--- src/rtl/change_dispenser.sv ---
// change_dispenser: pays vending credit back as dollar and quarter coins.
// Latches the credit on a refund request, tells the core to clear it, then
// ejects one coin at a time (largest first), waiting for the drop sensor to
// confirm each coin before choosing the next. A missing confirmation parks
// the block in FAULT until fault_clr_i.
module change_dispenser #(
    parameter int CREDIT_W      = 12,
    parameter int DOLLAR_CENTS  = 100,
    parameter int QUARTER_CENTS = 25,
    parameter int PULSE_CYCLES  = 4,
    parameter int ACK_TIMEOUT   = 255,
    parameter int HOPPER_W      = 6,
    parameter int HOPPER_INIT   = 20
) (
    input  logic                clk,
    input  logic                rst,
    input  logic                refund_req_i,
    input  logic [CREDIT_W-1:0] credit_in_i,
    input  logic                coin_sensed_i,
    input  logic                refill_dollar_i,
    input  logic                refill_quarter_i,
    input  logic                fault_clr_i,
    output logic                credit_clr_o,
    output logic                eject_dollar_o,
    output logic                eject_quarter_o,
    output logic                busy_o,
    output logic                done_o,
    output logic [CREDIT_W-1:0] unpaid_o,
    output logic [1:0]          hopper_empty_o,
    output logic                fault_o
);

    // One counter serves both the eject pulse length and the ack timeout.
    localparam int CNT_MAX = (ACK_TIMEOUT > PULSE_CYCLES) ? ACK_TIMEOUT : PULSE_CYCLES;
    localparam int CNT_W   = $clog2(CNT_MAX + 1);

    localparam logic [CREDIT_W-1:0] DOLLAR_V   = CREDIT_W'(DOLLAR_CENTS);
    localparam logic [CREDIT_W-1:0] QUARTER_V  = CREDIT_W'(QUARTER_CENTS);
    localparam logic [HOPPER_W-1:0] HOP_FULL   = {HOPPER_W{1'b1}};
    localparam logic [HOPPER_W-1:0] HOP_INIT   = HOPPER_W'(HOPPER_INIT);
    localparam logic [CNT_W-1:0]    PULSE_LAST = CNT_W'(PULSE_CYCLES - 1);
    localparam logic [CNT_W-1:0]    ACK_LAST   = CNT_W'(ACK_TIMEOUT - 1);

    typedef enum logic [2:0] {
        S_IDLE   = 3'd0,
        S_SELECT = 3'd1,
        S_EJECT  = 3'd2,
        S_WAIT   = 3'd3,
        S_FINISH = 3'd4,
        S_FAULT  = 3'd5
    } state_t;

    state_t              state_q;
    logic [CREDIT_W-1:0] rem_q;
    logic [HOPPER_W-1:0] dollars_q;
    logic [HOPPER_W-1:0] quarters_q;
    logic [CNT_W-1:0]    cnt_q;
    logic                sel_dollar_q;
    logic                req_prev_q;
    logic                sensed_prev_q;
    logic                credit_clr_q;
    logic                eject_dollar_q;
    logic                eject_quarter_q;
    logic                busy_q;
    logic                done_q;
    logic [CREDIT_W-1:0] unpaid_q;
    logic [1:0]          hopper_empty_q;
    logic                fault_q;

    logic req_rise_d;
    logic sensed_rise_d;

    // Hopper count minus one coin, held at zero.
    function automatic logic [HOPPER_W-1:0] sat_dec(input logic [HOPPER_W-1:0] cnt);
        if (cnt == '0) begin
            return cnt;
        end else begin
            return cnt - HOPPER_W'(1);
        end
    endfunction

    assign req_rise_d    = refund_req_i  & ~req_prev_q;
    assign sensed_rise_d = coin_sensed_i & ~sensed_prev_q;

    // Previous-cycle copies of the request and sensor for rising-edge detection.
    always_ff @(posedge clk or posedge rst) begin
        if (rst) begin
            req_prev_q    <= 1'b0;
            sensed_prev_q <= 1'b0;
        end else begin
            req_prev_q    <= refund_req_i;
            sensed_prev_q <= coin_sensed_i;
        end
    end

    // Empty flags lag the hopper counts by one cycle.
    always_ff @(posedge clk or posedge rst) begin
        if (rst) begin
            hopper_empty_q <= 2'b00;
        end else begin
            hopper_empty_q <= {(dollars_q == '0), (quarters_q == '0)};
        end
    end

    // Refund sequencer with hoppers and all registered outputs.
    always_ff @(posedge clk or posedge rst) begin
        if (rst) begin
            state_q         <= S_IDLE;
            rem_q           <= '0;
            dollars_q       <= HOP_INIT;
            quarters_q      <= HOP_INIT;
            cnt_q           <= '0;
            sel_dollar_q    <= 1'b0;
            credit_clr_q    <= 1'b0;
            eject_dollar_q  <= 1'b0;
            eject_quarter_q <= 1'b0;
            busy_q          <= 1'b0;
            done_q          <= 1'b0;
            unpaid_q        <= '0;
            fault_q         <= 1'b0;
        end else begin
            credit_clr_q <= 1'b0;
            done_q       <= 1'b0;
            case (state_q)
                S_IDLE: begin
                    // Refills only land here; a same-cycle request sees them in SELECT.
                    if (refill_dollar_i) begin
                        dollars_q <= HOP_FULL;
                    end
                    if (refill_quarter_i) begin
                        quarters_q <= HOP_FULL;
                    end
                    if (req_rise_d) begin
                        if (credit_in_i != '0) begin
                            rem_q        <= credit_in_i;
                            credit_clr_q <= 1'b1;
                            busy_q       <= 1'b1;
                            state_q      <= S_SELECT;
                        end else begin
                            done_q   <= 1'b1;
                            unpaid_q <= '0;
                        end
                    end
                end
                S_SELECT: begin
                    // Quarters stand in for dollars when the dollar hopper is dry.
                    if ((rem_q >= DOLLAR_V) && (dollars_q != '0)) begin
                        sel_dollar_q   <= 1'b1;
                        eject_dollar_q <= 1'b1;
                        cnt_q          <= PULSE_LAST;
                        state_q        <= S_EJECT;
                    end else if ((rem_q >= QUARTER_V) && (quarters_q != '0)) begin
                        sel_dollar_q    <= 1'b0;
                        eject_quarter_q <= 1'b1;
                        cnt_q           <= PULSE_LAST;
                        state_q         <= S_EJECT;
                    end else begin
                        state_q <= S_FINISH;
                    end
                end
                S_EJECT: begin
                    if (cnt_q == '0) begin
                        eject_dollar_q  <= 1'b0;
                        eject_quarter_q <= 1'b0;
                        state_q         <= S_WAIT;
                    end else begin
                        cnt_q <= cnt_q - CNT_W'(1);
                    end
                end
                S_WAIT: begin
                    // cnt_q restarts from zero on entry (EJECT leaves it there).
                    if (sensed_rise_d) begin
                        if (sel_dollar_q) begin
                            dollars_q <= sat_dec(dollars_q);
                            rem_q     <= rem_q - DOLLAR_V;
                        end else begin
                            quarters_q <= sat_dec(quarters_q);
                            rem_q      <= rem_q - QUARTER_V;
                        end
                        state_q <= S_SELECT;
                    end else if (cnt_q == ACK_LAST) begin
                        unpaid_q <= rem_q;
                        fault_q  <= 1'b1;
                        state_q  <= S_FAULT;
                    end else begin
                        cnt_q <= cnt_q + CNT_W'(1);
                    end
                end
                S_FINISH: begin
                    unpaid_q <= rem_q;
                    done_q   <= 1'b1;
                    busy_q   <= 1'b0;
                    state_q  <= S_IDLE;
                end
                S_FAULT: begin
                    if (fault_clr_i) begin
                        rem_q   <= '0;
                        fault_q <= 1'b0;
                        busy_q  <= 1'b0;
                        state_q <= S_IDLE;
                    end
                end
                default: begin
                    eject_dollar_q  <= 1'b0;
                    eject_quarter_q <= 1'b0;
                    fault_q         <= 1'b0;
                    busy_q          <= 1'b0;
                    state_q         <= S_IDLE;
                end
            endcase
        end
    end

    assign credit_clr_o    = credit_clr_q;
    assign eject_dollar_o  = eject_dollar_q;
    assign eject_quarter_o = eject_quarter_q;
    assign busy_o          = busy_q;
    assign done_o          = done_q;
    assign unpaid_o        = unpaid_q;
    assign hopper_empty_o  = hopper_empty_q;
    assign fault_o         = fault_q;

endmodule

--- config.mk ---
export PLATFORM = sky130hd
export DESIGN_NAME = change_dispenser
export DESIGN_NICKNAME = d
export VERILOG_FILES = /design/src/rtl/change_dispenser.sv
export SDC_FILE = /design/constraint.sdc
export NUM_CORES = 1
export LEC_CHECK = 0
export ABC_AREA = 0
export ABC_CLOCK_PERIOD_IN_PS = 3200
export BUFFER_PORTS_ARGS = -buffer_cell sky130_fd_sc_hd__buf_4
export CAP_MARGIN = 20
export CORE_MARGIN = 4
export CORE_UTILIZATION = 35
export DETAILED_ROUTE_END_ITERATION = 16
export PLACE_DENSITY_LB_ADDON = 0.08
export SLEW_MARGIN = 20
export SYNTH_ARGS = -nofsm -noshare
export SYNTH_HDL_FRONTEND = slang
export SYNTH_SLANG_ARGS = --single-unit
--- constraint.sdc ---
create_clock -name clk -period 3.2 [get_ports clk]
set_clock_uncertainty 0.05 [all_clocks]
set_input_delay 0.48 -clock clk [delete_from_list [all_inputs] [get_ports clk]]
set_output_delay 0.48 -clock clk [all_outputs]
set_load 0.005 [all_outputs]
* Yosys cells after proc, flatten, opt, wreduce, memory -nomap -nowiden *
Index checks and enable logic that the tools add are counted.

storage, ports and cells
  flip-flop bits (word level) = 58
  bits of input ports = 19

cells by class
  add/sub/neg operators = 6
  $lt $le $gt $ge = 2
  equality and inequality tests = 27
  muxes and demuxes = 57
  bitwise operators = 7
  reduce and logical (&&, ||, !) cells = 28

operators with widths
  operator                 count
  $mux W12                 9
  $pmux W12 S3             2
  $mux W6                  8
  $mux W8                  5
  $ne A2 B2 Y1 const B     19
  $reduce_and A5 Y1        6
  $mux W3                  8
  $pmux W6 S2              2
  $pmux W8 S3              1
  $mux W1                  16
  $pmux W3 S5              1
  $ge A12 B5 Y1 const B    1
  $ge A12 B7 Y1 const B    1
  $logic_not A6 Y1         2
  $pmux W1 S3              4
  $reduce_and A4 Y1        3
  $reduce_bool A12 Y1      1
  $reduce_bool A6 Y1       2
  $sub A12 B5 Y12 const B  1
  $sub A12 B7 Y12 const B  1
  $sub A6 B1 Y6 const B    2
  $reduce_bool A3 Y1       3
  $add A8 B1 Y8 const B    1
  $eq A8 B8 Y1 const B     1
  other kinds (16)         27

* Logic depth before layout (Yosys ltp) *
Gate-level depths: netlist of run 1.

  depth in word-level cells = 5
  gate-level depth with buffers = 11
  gate-level depth less buffers = 9

* Worst setup path before layout of run 1 *
No wires, ideal clock.

  path type = flip-flop to flip-flop
  start point = register state_q[0]
  end point = register cnt_q[7]
  setup time = 69 ps
  data arrival time = 2,722 ps
  data required time = 3,081 ps
  path slack = 359 ps
  cell stages (with the launch flop) = 12
  period minus slack after synthesis = 2,841 ps
  cell sequence = dfrtp_1 > and3b_1 > buf_2 > inv_2 > buf_1 > ha_1 > a21oi_1 > o211ai_1 > o41ai_1 > xnor2_1 > or4_1 > nand3_1

between the ends
  word-level cells in the longest chain between the ends = 3
  elaborated cells between the ends (all ways) = 10
  those cells by class = 7 x eq/ne; 1 x mux; 2 x reduce/logical

ends and longest elaborated chain
  element                                                      line  RTL
  start, declared                                              53    state_t state_q;
  start signal, assigned                                       108   state_q <= S_IDLE;
  start signal, assigned                                       138   state_q <= S_SELECT;
  start signal, assigned                                       151   state_q <= S_EJECT;
  $eq A3 B1 Y1 / $eq A3 B2 Y1 (equally long branches)          124   case (state_q)
  $ne A3 B3 Y1 (no source line), or another cell as far along  -
  $reduce_and A5 Y1 (no source line)                           -
  end signal, assigned                                         167   cnt_q <= cnt_q - CNT_W'(1);
  end signal, assigned                                         186   cnt_q <= cnt_q + CNT_W'(1);
  end, declared                                                57    logic [CNT_W-1:0] cnt_q;

Parallel ways exist; a longest one is shown, timed or not.
A chain may end at the register's enable or synchronous reset.

* Final worst setup path of run 1 *
Same ends and word-level chain as after synthesis.

==> flow_summary.ini, run 1 <==
[grt]
grt_util_all_layers = 0.1557
grt_overflow = 0
grt_max_degree = 26
antenna_found_initial = 0
grt_pass1_wl_um = 14150
first_global_vias = 2837

[floorplan]
rows = 35
io_pins = 39
die_area_mm2 = 0.01140
coreArea_mm2 = 0.009371
initial_utilization = 0.3644
fp.dieW_um = 106.8
die_y_um = 106.8

[clock_tree]
cts_resized = 0
clock-sinks = 58
clock-root-buffer = clkbuf_8
htreeDepth = 3
clkLatencyLatePin_ns = 0.34
hold_buffers = 0
cts_buffers = 9
cts_max_path_buffers = 2
cts_setup_buffers = 0
clkTransAtPathRegs_ns = 0.08
tritoncts = yes

[detailed_routing]
first_pass_iters = 4
drc = 0
ant_nets = 0
drt-total-wl_um = 8616
first_iter_violations = 110
wl_per_cell_um = 15.22
avgViaCountPerCell = 5.221
num_vias = 2955

[worst_setup_path]
startpoint_type = flip-flop
r2r-end = cnt_q[7]$_DFFE_PP0P_
path_buf_inv = 1
critPathLaunch = state_q[0]$_DFFE_PP0P_
cp_data_arrival_time_ns = 2.88
cpLargestDelayFamily = simple AND/OR/NAND/NOR gates
cpPeakStageDelay_ns = 0.60
crit_chain = and3b_1 > inv_2 > ha_1 > a21oi_1 > o211ai_1 > o41ai_1 > xnor2_1 > or4_1 > nand3_1
cp_max_fo = 14
r2r-start = state_q[0]$_DFFE_PP0P_
end_kind = flip-flop
r2r_setup_slack_ns = 0.54
endpoint = cnt_q[7]$_DFFE_PP0P_
worstSetupPathType = reg2reg
rr_worst_depth = 9
critical_path_required_ns = 3.42
slowest_stage = dfrtp_1
path_depth = 9

[synthesis]
yosys_warnings = 0
ys_async_sr_fraction = 1.000
syn_inst = 389
synth_ff_type = dfrtp_1
yosys.cell_types.count = 63
syn-num-nets = 424
synth-seq-area-share = 0.4265
post_synth.cell_area_avg_um2 = 8.778
synth_edf_count = 0
netlist_area_mm2 = 0.003415
ys_ff_latch = 58

[timing]
fmax_mhz = 375.4
setup_viol = 0
worst_pin_slew_ns = 0.6932
slew_headroom = 0.5339
drv_slew = 0
post-route-period-util = 0.8324
tns_ns = 0
post-route-min-period_ns = 2.664
hold_viol_final = 0
grt_setup_unrepaired = no

[placement]
dp_hpwl_um = 6300
numPortBuffers = 38
gp_congestion = 0.8433
placed_area_mm2 = 0.003862

[power]
peakVddDrop_mv = 0.5842
p_per_area_mw_per_mm2 = 1009
cellLeakagePower_nw = 1.804

[worst_hold_path]
hold_path.class = in2async

[finish]
drive_gt1_frac = 0.1831
post-route-util = 0.4324
final_nets = 467
design_area_mm2 = 0.004053
num-fill-cells = 977
area_growth_pct = 18.69
n_antenna_cell = 0

[outcome]
status = finished clean

[job]
max_cap_violations = 0
layout make-up:
cell class / instances / area [um^2] / share of cell area
clock buffer: 12 / 165.2 / 0.04075
clock inverter: 4 / 25.02 / 0.006175
inverter: 42 / 157.7 / 0.03890
multi-input combinational: 274 / 1734 / 0.4279
sequential: 58 / 1456 / 0.3594
tap: 129 / 161.4 / 0.03983
timing repair buffer: 47 / 352.8 / 0.08706
through the flow:
step	total power, mW	hold WS [ns]	setup WS (ns)	std cells
detailed placement	3.468	0.4468	0.5775	550
global placement	3.453	0.4339	0.6025	550
global route	4.460	0.1568	0.1688	566
finish	4.087	0.1174	0.5364	566
floorplan	2.835	0.4122	0.3590	389
CTS	4.129	0.1314	0.5457	566
logic make-up (layout without fill, tap and decap cells):
family,Yosys count,count (layout),synth area share
flops,58,58,0.4265
fa+ha+maj,16,16,0.06083
xor+xnor,10,10,0.02565
simple gates,120,120,0.1737
buf+inv,57,105,0.06559
mux,3,3,0.01246
compound gates,125,125,0.2353
power breakdown:
| part | leakage (nW) | internal [mW] | switching, mW | total (mW) |
|---|---|---|---|---|
| Combinational | 1.02 | 0.909 | 1.20 | 2.10 |
| Sequential | 0.687 | 0.996 | 0.348 | 1.34 |
| Clock | 0.0944 | 0.341 | 0.297 | 0.639 |
cells in the final DEF, fill, tap and decap left out, drive strengths merged, types with 7 or more instances in the layout:
cell / instances
ha: 15
o22ai: 7
dfrtp: 54
inv: 42
nand3: 20
buf: 47
o21ai: 38
nor3: 18
nand2: 26
clkbuf: 12
o31ai: 7
a21oi: 34
nor2: 26
a31oi: 8
metal layers:
layer	track usage	up-vias	part of all wire
met5	0	-	0
met4	0.05845	0	0.016
met3	0.02769	12	0.038
met2	0.2455	60	0.46
met1	0.2132	1403	0.48
li1	-	1480	-
registers in the layout (all words and copies together), names as in the netlist:
signal	cells
eject_quarter_o	1
cnt_q	8
unpaid_o	12
quarters_q	6
dollars_q	6
rem_q	12
eject_dollar_o	1
sensed_prev_q	1
busy_o	1
sel_dollar_q	1
state_q	3
fault_o	1
req_prev_q	1
hopper_empty_o	2
done_o	1
credit_clr_o	1
synth_stat cells (5+ instances only):
cell | count | share of area
xor2_1 | 5 | 0.013
dfrtp_1 | 54 | 0.40
nor4_1 | 5 | 0.0092
o31ai_1 | 6 | 0.013
nand3_1 | 20 | 0.029
a31oi_1 | 7 | 0.013
o22ai_1 | 7 | 0.013
inv_1 | 39 | 0.043
ha_1 | 15 | 0.055
nor2_1 | 25 | 0.027
a21oi_1 | 33 | 0.048
nand2_1 | 26 | 0.029
o21ai_0 | 19 | 0.028
o21ai_1 | 18 | 0.026
xnor2_1 | 5 | 0.013
nand2b_1 | 5 | 0.0092
nor3_1 | 18 | 0.026
clkbuf_1 | 11 | 0.012
how the worst min path moves through the flow:
stage	startpoint	endpoint	depth (start not counted)
after floorplan	dollars_q[5]$_DFFE_PP0P_	dollars_q[5]$_DFFE_PP0P_	1
after global placement	dollars_q[5]$_DFFE_PP0P_	dollars_q[5]$_DFFE_PP0P_	1
after detailed placement	fault_o$_DFFE_PP0P_	fault_o$_DFFE_PP0P_	2
after CTS	rst	hopper_empty_o[0]$_DFF_PP0_	2
after global routing	rst	hopper_empty_o[0]$_DFF_PP0_	2
final	rst	hopper_empty_o[0]$_DFF_PP0_	2
Note: power is estimated with default switching activity, not from simulation.
==> inputs of run 2 (changes only) <==
ABC_CLOCK_PERIOD_IN_PS = 2100   (was 3200)
clock period = 2.1 ns   (was 3.2 ns; I/O delays follow)
==> flow_summary.ini, run 2 (synthesized netlist as in run 1, its figures left out) <==
[finish]
area_growth_pct = 37.93
final_common_cell = buf_4
final_nets = 521
drive_gt1_frac = 0.3177
most-common-layout-cells = buf_4, dfrtp_1, inv_1
design_area_mm2 = 0.004710
n_antenna_cell = 0
stdcell_count = 620

[timing]
post-route-min-period_ns = 2.242
setup_ws_ns = -0.1423
setup_viol = 9
drv_slew = 0
tns_ns = -1.102
fmax_mhz = 446.0
post-route-period-util = 1.068
grt_setup_unrepaired = yes
slew_headroom = 0.6589
hold_viol_final = 0
worst_pin_slew_ns = 0.5106

[worst_hold_path]
holdPathEnd = sensed_prev_q$_DFF_PP0_
worstHoldStart = coin_sensed_i
hold_depth = 1
hold_path.class = in2reg

[detailed_routing]
wl_per_cell_um = 15.00
drt-total-wl_um = 9302
first_pass_iters = 4
avgViaCountPerCell = 5.295
ant_nets = 0
num_vias = 3283
first_iter_violations = 136
drc = 0

[power]
cellLeakagePower_nw = 2.122
p_per_area_mw_per_mm2 = 1586
peakVddDrop_mv = 0.6525

[worst_setup_path]
cp_data_arrival_time_ns = 2.46
slowest_stage = dfrtp_1
critical_path_required_ns = 2.32
cp_max_fo = 8
critPathLaunch = dollars_q[0]$_DFFE_PP0P_
cpPeakStageDelay_ns = 0.37
rr_worst_depth = 9
r2r-end = cnt_q[0]$_DFFE_PP0P_
crit_chain = inv_1 > ha_2 > or3b_4 > or3_4 > o31a_1 > o31ai_4 > buf_6 > nor2_4 > mux2i_4
r2r-start = dollars_q[0]$_DFFE_PP0P_
r2r_setup_slack_ns = -0.14
end_kind = flip-flop
startpoint_type = flip-flop
worstSetupPathType = reg2reg

[placement]
placed_area_mm2 = 0.004345
gp_congestion = 0.8653
detailedPlace.worstSlack_ns = -0.2200
dp_hpwl_um = 6901
numPortBuffers = 38
dp_cells = 597

[clock_tree]
htreeDepth = 3
tritoncts = yes
clkLatencyLatePin_ns = 0.34
clkTransAtPathRegs_ns = 0.08
cts_max_path_buffers = 2
cts_buffers = 9
clock-sinks = 58
clock-root-buffer = clkbuf_8

[grt]
grt_max_degree = 25
grt_util_all_layers = 0.1705
grt_overflow = 0
grt_pass1_wl_um = 15700
first_global_vias = 3152
antenna_found_initial = 0

[outcome]
status = complete, but fails checks
violations = setup timing

[job]
max_cap_violations = 0

[floorplan]
io_pins = 39
die_area_mm2 = 0.01140
initial_utilization = 0.3644
coreArea_mm2 = 0.009371
fp.dieW_um = 106.8
die_y_um = 106.8
rows = 35
run 2: critical path, delay by kind of cell (launching register included):
kind / cells / cell delay [ns]
DFF: 1 / 0.37
muxes: 1 / 0.12
AOI/OAI and AO/OA: 2 / 0.44
adders and majority gates: 1 / 0.16
and+or+nand+nor: 3 / 0.76
buffers and inverters: 2 / 0.27
run 2: layout make-up:
| type | instances | area [um^2] |
|---|---|---|
| Clock inverter | 5 | 77.57 |
| Multi-Input combinational cell | 274 | 1882 |
| Clock buffer | 11 | 141.4 |
| Timing Repair Buffer | 101 | 825.8 |
| Fill cell | 916 | 4662 |
| Inverter | 42 | 165.2 |
| Sequential cell | 58 | 1456 |
| Tap cell | 129 | 161.4 |
run 2: per-layer routing:
metal / share of wire / wire length [um] / vias to the layer above / track usage
li1: - / - / 1597 / -
met1: 0.48 / 4423 / 1565 / 0.2406
met2: 0.46 / 4290 / 95 / 0.2612
met3: 0.043 / 402 / 26 / 0.03070
met4: 0.020 / 185 / 0 / 0.06210
met5: 0 / 0 / - / 0
run 2: what timing repair did:
item,4_1_cts,5_1_grt
hold endpoints to repair,18,0
resized for setup,5,19
buffers inserted,1,4
endpoints found under the setup margin,22,33
hold buffers,1,0
pin swaps,1,11
cloned,1,0
run 2: how the worst max path moves through the flow:
stage | to | depth (start not counted)
floorplan | cnt_q[7]$_DFFE_PP0P_ | 11
global placement | cnt_q[7]$_DFFE_PP0P_ | 9
detailed placement | cnt_q[7]$_DFFE_PP0P_ | 9
CTS | cnt_q[7]$_DFFE_PP0P_ | 9
global route | cnt_q[7]$_DFFE_PP0P_ | 9
finish | cnt_q[0]$_DFFE_PP0P_ | 9
run 2: power by group:
part | total, mW | switching, mW | internal (mW)
registers | 1.90 | 0.378 | 1.52
clock network | 1.16 | 0.466 | 0.697
logic | 4.41 | 2.31 | 2.10
run 2: stage by stage:
stage	hold slack (ns)	total power [mW]	utilization
global placement	0.3119	5.999	0.4637
detailed placement	0.3148	6.039	0.4637
floorplan	0.2964	4.539	-
global route	0.03373	8.097	0.5025
CTS	0.03620	7.309	0.4913
finish	0.04384	7.471	0.5025
==> inputs of run 3 (changes only) <==
ABC_CLOCK_PERIOD_IN_PS = default   (was 2100)
GPL_TIMING_DRIVEN = 0   (was default)
SKIP_LAST_GASP = 1   (was default)
==> flow_summary.ini, run 3 (synthesized netlist as in run 1, its figures left out) <==
[clock_tree]
cts_buffers = 9
clkLatencyLatePin_ns = 0.34
clock-root-buffer = clkbuf_8
clkTransAtPathRegs_ns = 0.06
htreeDepth = 3
clock-sinks = 58
tritoncts = yes
cts_max_path_buffers = 2

[finish]
most-common-layout-cells = buf_4, dfrtp_1, inv_1
area_growth_pct = 36.39
stdcell_count = 602
n_antenna_cell = 0
final_nets = 503
final_common_cell = buf_4
drive_gt1_frac = 0.3277

[grt]
antenna_found_initial = 0
grt_overflow = 0
grt_util_all_layers = 0.1727
grt_max_degree = 43
first_global_vias = 3137
grt_pass1_wl_um = 15640

[detailed_routing]
first_pass_iters = 4
ant_nets = 0
avgViaCountPerCell = 5.322
first_iter_violations = 128
drc = 0
num_vias = 3204
wl_per_cell_um = 15.67
drt-total-wl_um = 9431

[timing]
post-route-period-util = 1.160
whs_ns = 0.06225
worst_pin_slew_ns = 0.6820
post-route-min-period_ns = 2.436
slew_headroom = 0.5422
grt_setup_unrepaired = yes
drv_slew = 0
tns_ns = -2.546
setup_viol = 12
hold_viol_final = 0
fmax_mhz = 410.4
setup_ws_ns = -0.3364

[floorplan]
initial_utilization = 0.3644
die_y_um = 106.8
io_pins = 39
rows = 35
fp.dieW_um = 106.8
coreArea_mm2 = 0.009371
die_area_mm2 = 0.01140

[worst_setup_path]
worstSetupPathType = reg2reg
startpoint_type = flip-flop
cp_max_fo = 7
cp_data_arrival_time_ns = 2.65
end_kind = flip-flop
critical_path_required_ns = 2.32

[placement]
gp_congestion = 0.8517
numPortBuffers = 38
detailedPlace.worstSlack_ns = -0.5569
dp_cells = 557
dp_hpwl_um = 6666

[outcome]
status = complete, but fails checks
violations = setup timing

[power]
p_per_area_mw_per_mm2 = 1591
cellLeakagePower_nw = 2.055
peakVddDrop_mv = 0.7555

[worst_hold_path]
hold_path.class = in2reg

[job]
max_cap_violations = 0
[run 3: layout make-up]
class                   count  area, um^2
multi-input cells         274        2033
flip-flops and latches     58        1463
inverters                  42       167.7
well taps                 129       161.4
clock buffers              10       127.6
plain buffers              13       87.58
repair buffers             70       559.3
fillers                   908        4715
clock inverters             6       57.56
[run 3: stage by stage]
step | area [um^2] | power, mW | util
after floorplan | 3517 | 4.539 | -
after global placement | 3964 | 5.508 | 0.4230
after detailed placement | 3994 | 5.561 | 0.4262
after CTS | 4405 | 6.979 | 0.4701
after global routing | 4657 | 8.025 | 0.4969
final | 4657 | 7.409 | 0.4969
[run 3: report_power, final]
part / leakage (nW) / switching [mW] / internal, mW
Combinational: 1.28 / 2.39 / 2.03
Clock: 0.0958 / 0.455 / 0.540
Sequential: 0.681 / 0.459 / 1.53
Total: 2.06 / 3.31 / 4.10
[run 3: path summary, 6_finish.rpt]
| kind | from | slack, ns | cells past startpoint | to |
|---|---|---|---|---|
| worst max-delay path | state_q[2]$_DFFE_PP0P_ | -0.34 | 10 | cnt_q[7]$_DFFE_PP0P_ |
| worst min-delay path | refund_req_i | 0.06 | 1 | req_prev_q$_DFF_PP0_ |
| worst max register to register | state_q[2]$_DFFE_PP0P_ | -0.34 | 10 | cnt_q[7]$_DFFE_PP0P_ |
| worst min register to register | dollars_q[3]$_DFFE_PP0P_ | 0.46 | 1 | dollars_q[3]$_DFFE_PP0P_ |
| max in group asynchronous | rst | 1.02 | 4 | dollars_q[4]$_DFFE_PP1P_ |
| min in group asynchronous | rst | 0.42 | 3 | unpaid_o[9]$_DFFE_PP0P_ |
[run 3: layer usage]
metal / share of wire / global-route usage
met1: 0.47 / 0.2453
met2: 0.47 / 0.2630
met3: 0.046 / 0.04455
met4: 0.014 / 0.04201
met5: 0 / 0
[run 3: critical path, cell delays in order (launching register included)]
cell	delay (ns)
dfrtp_1	0.38
and3b_2	0.32
inv_8	0.04
buf_12	0.14
ha_4	0.22
a21oi_4	0.15
o211ai_1	0.16
o41ai_2	0.27
xnor2_1	0.13
or4_1	0.42
nand3_1	0.08
[run 3: what timing repair did]
item	4_1_cts	5_1_grt
resized for setup	27	38
hold buffers	1	0
gates cloned	1	0
endpoints found under the setup margin	47	48
endpoints found under the hold margin	15	0
pin swaps	7	16
buffers inserted	16	13
